File: config.mk
export PLATFORM = sky130hd
export DESIGN_NAME = text_port_bridge
export DESIGN_NICKNAME = d
export VERILOG_FILES = /design/src/rtl/text_port_pkg.sv /design/src/rtl/text_clear_engine.sv /design/src/rtl/text_port_bridge.sv
export SDC_FILE = /design/constraint.sdc
export NUM_CORES = 1
export LEC_CHECK = 0
export CORE_ASPECT_RATIO = 0.8
export CORE_MARGIN = 2
export CORE_UTILIZATION = 50
export CTS_CLUSTER_SIZE = 40
export DETAILED_ROUTE_END_ITERATION = 10
export PLACE_DENSITY = 0.76
export RECOVER_POWER = 50
export SYNTH_ARGS = -nofsm -noshare
export SYNTH_HDL_FRONTEND = slang
export SYNTH_SLANG_ARGS = --single-unit
File: constraint.sdc
create_clock -name i_clk -period 5.3 [get_ports i_clk]
set_clock_uncertainty 0.2 [all_clocks]
set_input_delay 0.795 -clock i_clk [delete_from_list [all_inputs] [get_ports i_clk]]
set_output_delay 0.795 -clock i_clk [all_outputs]
set_load 0.05 [all_outputs]
File: src/rtl/text_port_pkg.sv
// Shared constants and types for the CPU-port text display bridge.
// Latency: none (declarations only).
// Backpressure: none (declarations only).
package text_port_pkg;

  // CPU port map; 0x00-0x7F is the legacy direct-cell window.
  localparam logic [7:0] PORT_ROW   = 8'h80;
  localparam logic [7:0] PORT_ATTR  = 8'h84;
  localparam logic [7:0] PORT_COL   = 8'h85;
  localparam logic [7:0] PORT_DATA  = 8'h86;
  localparam logic [7:0] PORT_CLEAR = 8'h87;

  // Bit positions in the status byte read from PORT_ATTR.
  localparam int STAT_BUSY    = 0;
  localparam int STAT_DROPPED = 1;

  typedef enum logic {
    CLR_IDLE  = 1'b0,
    CLR_CLEAR = 1'b1
  } clr_state_e;

endpackage

File: src/rtl/text_clear_engine.sv
// Clear-screen engine: sweeps every display cell with {latched attr, CLEAR_CHAR}.
// Latency: one cell per cycle; the write for counter value k is offered one cycle ahead so the top can register it.
// Backpressure: none; a start while busy restarts the sweep at cell 0.
module text_clear_engine
  import text_port_pkg::*;
#(
  parameter int         ADDR_W     = 12,
  parameter logic [7:0] CLEAR_CHAR = 8'h20
) (
  input  logic              i_clk,
  input  logic              i_reset,
  input  logic              i_start,
  input  logic [7:0]        i_attr,
  output logic              o_busy,
  output logic              o_wr_vld,
  output logic [ADDR_W-1:0] o_addr,
  output logic [15:0]       o_data,
  output logic              o_done
);

  clr_state_e        r_state;
  clr_state_e        w_state_nxt;
  logic [ADDR_W-1:0] r_cnt;
  logic [ADDR_W-1:0] w_cnt_nxt;
  logic [7:0]        r_attr;
  logic              w_last;

  // r_cnt is the cell currently on the display port while in CLEAR.
  assign w_last = (r_cnt == {ADDR_W{1'b1}});
  assign o_busy = (r_state == CLR_CLEAR);

  // State, counter and attribute snapshot taken at start.
  always_ff @(posedge i_clk or posedge i_reset) begin
    if (i_reset) begin
      r_state <= CLR_IDLE;
      r_cnt   <= '0;
      r_attr  <= '0;
    end else begin
      r_state <= w_state_nxt;
      r_cnt   <= w_cnt_nxt;
      if (i_start) begin
        r_attr <= i_attr;
      end
    end
  end

  // Next state plus the look-ahead write the top registers onto the display port.
  always_comb begin
    w_state_nxt = r_state;
    w_cnt_nxt   = r_cnt;
    o_wr_vld    = 1'b0;
    o_done      = 1'b0;
    o_data      = {r_attr, CLEAR_CHAR};
    if (i_start) begin
      w_state_nxt = CLR_CLEAR;
      w_cnt_nxt   = '0;
      o_wr_vld    = 1'b1;
      o_data      = {i_attr, CLEAR_CHAR};
    end else if (r_state == CLR_CLEAR) begin
      if (w_last) begin
        w_state_nxt = CLR_IDLE;
        o_done      = 1'b1;
      end else begin
        w_cnt_nxt = r_cnt + 1'b1;
        o_wr_vld  = 1'b1;
      end
    end
    o_addr = w_cnt_nxt;
  end

endmodule

File: src/rtl/text_port_bridge.sv
// PicoBlaze port bus to text display bridge: cursor, attribute, status and optional clear engine (TEXT_PORT_BRIDGE_CLEAR_EN).
// Latency: display write one cycle after the CPU strobe; register reads are combinational from the port id.
// Backpressure: none toward the CPU; display writes issued during a clear are discarded and flagged in 'dropped'.
module text_port_bridge
  import text_port_pkg::*;
#(
  parameter int         COLS_LOG2  = 7,
  parameter int         ROWS_LOG2  = 5,
  parameter logic [7:0] RESET_ATTR = 8'h0F,
  parameter logic [7:0] CLEAR_CHAR = 8'h20
) (
  input  logic                           i_clk,
  input  logic                           i_reset,
  input  logic [7:0]                     i_cpu_port_id,
  input  logic                           i_cpu_write_strobe,
  input  logic                           i_cpu_read_strobe,
  input  logic [7:0]                     i_cpu_write_data,
  output logic [7:0]                     o_cpu_read_data,
  output logic                           o_cpu_read_sel,
  output logic                           o_dsp_en,
  output logic [ROWS_LOG2+COLS_LOG2-1:0] o_dsp_addr,
  output logic [15:0]                    o_dsp_data
);

  localparam int ADDR_W = ROWS_LOG2 + COLS_LOG2;

  logic [ROWS_LOG2-1:0] r_row;
  logic [COLS_LOG2-1:0] r_col;
  logic [7:0]           r_attr;
  logic                 r_dsp_en;
  logic [ADDR_W-1:0]    r_dsp_addr;
  logic [15:0]          r_dsp_data;

  logic w_wr_legacy, w_wr_row, w_wr_attr, w_wr_col, w_wr_data, w_wr_clear;
  logic w_cpu_disp, w_cpu_acc;
  logic [ADDR_W-1:0] w_cpu_addr;

  logic              w_busy, w_dropped, w_clr_vld, w_clr_done;
  logic [ADDR_W-1:0] w_clr_addr;
  logic [15:0]       w_clr_data;

  assign w_wr_legacy = i_cpu_write_strobe & ~i_cpu_port_id[7];
  assign w_wr_row    = i_cpu_write_strobe & (i_cpu_port_id == PORT_ROW);
  assign w_wr_attr   = i_cpu_write_strobe & (i_cpu_port_id == PORT_ATTR);
  assign w_wr_col    = i_cpu_write_strobe & (i_cpu_port_id == PORT_COL);
  assign w_wr_data   = i_cpu_write_strobe & (i_cpu_port_id == PORT_DATA);
  assign w_wr_clear  = i_cpu_write_strobe & (i_cpu_port_id == PORT_CLEAR);

  // Legacy writes take the column from the port id; data-port writes use the cursor.
  assign w_cpu_disp = w_wr_legacy | w_wr_data;
  assign w_cpu_acc  = w_cpu_disp & ~w_busy;
  assign w_cpu_addr = w_wr_data ? {r_row, r_col} : {r_row, i_cpu_port_id[COLS_LOG2-1:0]};

`ifdef TEXT_PORT_BRIDGE_CLEAR_EN
  logic r_dropped;

  text_clear_engine #(
    .ADDR_W     (ADDR_W),
    .CLEAR_CHAR (CLEAR_CHAR)
  ) u_clear (
    .i_clk    (i_clk),
    .i_reset  (i_reset),
    .i_start  (w_wr_clear),
    .i_attr   (r_attr),
    .o_busy   (w_busy),
    .o_wr_vld (w_clr_vld),
    .o_addr   (w_clr_addr),
    .o_data   (w_clr_data),
    .o_done   (w_clr_done)
  );

  // Sticky flag for display writes lost to a clear; reading status acknowledges it.
  always_ff @(posedge i_clk or posedge i_reset) begin
    if (i_reset) begin
      r_dropped <= 1'b0;
    end else if (w_cpu_disp && w_busy) begin
      r_dropped <= 1'b1;
    end else if (i_cpu_read_strobe && (i_cpu_port_id == PORT_ATTR)) begin
      r_dropped <= 1'b0;
    end
  end

  assign w_dropped = r_dropped;
`else
  logic w_unused_clr;

  assign w_unused_clr = w_wr_clear & i_cpu_read_strobe;
  assign w_busy       = 1'b0;
  assign w_dropped    = 1'b0;
  assign w_clr_vld    = 1'b0;
  assign w_clr_done   = 1'b0;
  assign w_clr_addr   = '0;
  assign w_clr_data   = '0;
`endif

  // Cursor: a finished clear homes it; explicit row/col writes next; data-port writes advance it.
  always_ff @(posedge i_clk or posedge i_reset) begin
    if (i_reset) begin
      r_row <= '0;
      r_col <= '0;
    end else if (w_clr_done) begin
      r_row <= '0;
      r_col <= '0;
    end else if (w_wr_row) begin
      r_row <= i_cpu_write_data[ROWS_LOG2-1:0];
      r_col <= '0;
    end else if (w_wr_col) begin
      r_col <= i_cpu_write_data[COLS_LOG2-1:0];
    end else if (w_wr_data && !w_busy) begin
      r_col <= r_col + 1'b1;
      if (r_col == {COLS_LOG2{1'b1}}) begin
        r_row <= r_row + 1'b1;
      end
    end
  end

  // Attribute register; only affects writes issued after it changes.
  always_ff @(posedge i_clk or posedge i_reset) begin
    if (i_reset) begin
      r_attr <= RESET_ATTR;
    end else if (w_wr_attr) begin
      r_attr <= i_cpu_write_data;
    end
  end

  // Display port register: clear sweep wins; CPU writes land only outside a clear.
  always_ff @(posedge i_clk or posedge i_reset) begin
    if (i_reset) begin
      r_dsp_en   <= 1'b0;
      r_dsp_addr <= '0;
      r_dsp_data <= '0;
    end else begin
      r_dsp_en <= w_clr_vld | w_cpu_acc;
      if (w_clr_vld) begin
        r_dsp_addr <= w_clr_addr;
        r_dsp_data <= w_clr_data;
      end else if (w_cpu_acc) begin
        r_dsp_addr <= w_cpu_addr;
        r_dsp_data <= {r_attr, i_cpu_write_data};
      end
    end
  end

  assign o_dsp_en   = r_dsp_en;
  assign o_dsp_addr = r_dsp_addr;
  assign o_dsp_data = r_dsp_data;

  // Read mux over 0x84..0x87; everything else reads zero.
  always_comb begin
    o_cpu_read_data = 8'h00;
    o_cpu_read_sel  = (i_cpu_port_id[7:2] == PORT_ATTR[7:2]);
    case (i_cpu_port_id)
      PORT_ATTR: begin
        o_cpu_read_data[STAT_BUSY]    = w_busy;
        o_cpu_read_data[STAT_DROPPED] = w_dropped;
      end
      PORT_COL:   o_cpu_read_data[COLS_LOG2-1:0] = r_col;
      PORT_DATA:  o_cpu_read_data[ROWS_LOG2-1:0] = r_row;
      PORT_CLEAR: o_cpu_read_data = r_attr;
      default:    o_cpu_read_data = 8'h00;
    endcase
  end

endmodule
==> impl_metrics.ini, run 1 <==
[run_status]
status = finished with violations
violations = capacitance limit, slew limit

[grt]
grtUsageTotal_pct = 21.6
grt_max_degree = 50
grt_pass1_vias = 1907
antenna_found_initial = 0
grt.overflow.total = 0
grt_pass1_wl_mm = 9.09

[drt]
first_pass_iters = 4
postRouteAntennaNets = 0
vias_per_cell = 5.86
wl_per_cell_um = 16.5
drt_first_iter_violations = 140
drt-total-wl_mm = 5.37
num_vias = 1904
remaining_drc_errors = 0

[worst_setup_path]
cp.required_ns = 4.30
endpoint_kind = output pin
reg2regPathDepth = 5
start_kind = input port
crit_arrival_ns = 3.59
crit_type = in2out
path_max_fanout = 8

[die]
initial_utilization_pct = 52.9
die_h_um = 67.0
fp.dieW_um = 82.7
pin_count = 58
core_area_um2 = 4680
dieArea_um2 = 5540
num_rows = 22

[layout]
layout_common_cells = dfrtp_1, clkdlybuf4s50_1, mux2_2, dlygate4sd3_1, nor2_1
drive_above_1_share_pct = 20.4
fin_cells = 325
nets = 286
syn2layout_area_growth_pct = 28.1
final_cell_area_um2 = 3170
layout_commonest_cell = dfrtp_1
n_antenna_cell = 0

[sta]
period_needed_ns = 4.59
rsz0062_at_grt = no
setup_viol = 0
tns_ns = 0
hold_ws_ns = 0.292
fmax_ghz = 0.218
period_share_pct = 86.6
hold_violations = 0
max_slew_margin_pct = -22.9
maxSlewViolCount = 50
max_slew.worst_pin.slew_ns = 1.84

[yosys]
synth-xor-area-share_pct = 2.47
ys_warn_count = 0
synthMuxAreaShare_pct = 17.5
synth_area_um2 = 2480
ys.flop_type = dfrtp_1
synth_top_family_by_area = multiplexers
synth_adder_area_share_pct = 1.01
synth_edf_count = 0
ys_seq_elements = 49
synth_compound_area_share_pct = 11.0
netlist_instances = 210
async_reset_ff_share_pct = 100
synth_simple_gate_area_share_pct = 13.9
ys_seq_area_share_pct = 49.7
synth_cell_types = 44
syn_nets = 232
synth_area_per_cell_um2 = 11.8

[placed_design]
post-place-cells = 317
place_congestion = 0.821
dp_hpwl_mm = 3.83
portBuffers = 56
placed_cell_area_um2 = 3050

[job]
max-cap-violations = 1

[cts]
cts_resized = 0
cts_buffers = 5
clockRootBuffer = clkbuf_8
worstSkewPairLatency_ns = 0.30
cts.path.max_buffers = 2
post_cts_buffers = 0
cts-hold-fix-buffers = 0
htree_levels = 2
cts_tree = yes
cts_sinks = 49
path_clk_slew_ns = 0.09

[pwr]
fin_total_pwr_mw = 0.945
powerDensity_nw_per_um2 = 298
ir_drop_uv = 171
cellLeakagePower_nw = 1.39

[worst_hold_path]
hp-class = reg2reg
hold_path_depth = 1
==> worst max-delay path, cell delays in order <==
cell and delay, ns:
clkdlybuf4s50_1 0.45, or4b_1 0.70, or3_1 0.55, clkinv_4 0.14, nand2_1 0.06, nor2_1 0.10, clkdlybuf4s50_1 0.80
==> registers in the layout, summed over array words and instances (netlist names) <==
| name | cells |
|---|---|
| o_dsp_addr | 12 |
| r_col | 7 |
| r_attr | 8 |
| o_dsp_data | 16 |
| o_dsp_en | 1 |
| r_row | 5 |
==> per-layer routing <==
layer  part of all wire [%]  vias to the layer above  GRT usage [%]
met5                      0                        -              0
met4                    1.7                        0           5.33
met3                    7.9                       12           5.42
met2                     44                       68           33.2
met1                     47                      933           30.6
li1                       -                      891              -
==> through the flow <==
step | util (%) | setup slack (ns)
after floorplan | - | 1.53
after global routing | 67.8 | 0.607
final | 67.8 | 0.712
after global placement | 65.3 | 0.735
after CTS | 67.8 | 0.726
after detailed placement | 65.3 | 0.741
==> logic make-up (layout without fill, tap and decap cells) <==
logic type / count (synthesis) / count (layout)
DFF: 49 / 49
and+or+nand+nor: 54 / 54
xor gates and xnor gates: 7 / 7
AOI/OAI and AO/OA: 41 / 41
muxes: 39 / 39
buffers and inverters: 18 / 73
adders and majority gates: 2 / 2
==> final timing paths <==
kind	slack (ns)	end	start
setup reg to reg	3.21	r_row[3]	r_col[1]
setup / recovery	0.71	o_cpu_read_data[5]	i_cpu_port_id[5]
hold / removal	0.29	o_dsp_addr[7]	o_dsp_addr[7]
min in group asynchronous	1.32	o_dsp_data[14]	i_reset
max in group asynchronous	2.51	o_dsp_data[3]	i_reset
hold reg to reg	0.29	o_dsp_addr[7]	o_dsp_addr[7]
==> synth_stat cells (5+ instances only) <==
cell type	instances	area, um2
mux2_2	34	383
dfrtp_1	45	1130
a22oi_1	5	37.5
nand4_1	5	31.3
inv_1	5	18.8
a22o_1	10	87.6
nor2_1	13	48.8
a21oi_1	11	55.1
o21ai_0	8	40.0
nand2_1	5	18.8
==> power breakdown <==
group	total, mW	internal [mW]	switching (mW)
Sequential	0.438	0.410	0.0279
Clock	0.281	0.153	0.127
Combinational	0.226	0.0863	0.140
==> cell type report <==
type                            instances  area [um2]
Tap cell                               60        75.1
Fill cell                             386        1510
Clock buffer                            6        82.6
Sequential cell                        49        1230
Inverter                                6        27.5
Clock inverter                          2        37.5
Timing Repair Buffer                   59         583
Multi-Input combinational cell        143        1140
Note: power is estimated with default switching activity, not from simulation.
==> inputs of run 2 (changes only) <==
TNS_END_PERCENT = 10   (was unset)
==> results of run 2 <==
Final layout, timing and power as in run 1 (identical DEF).
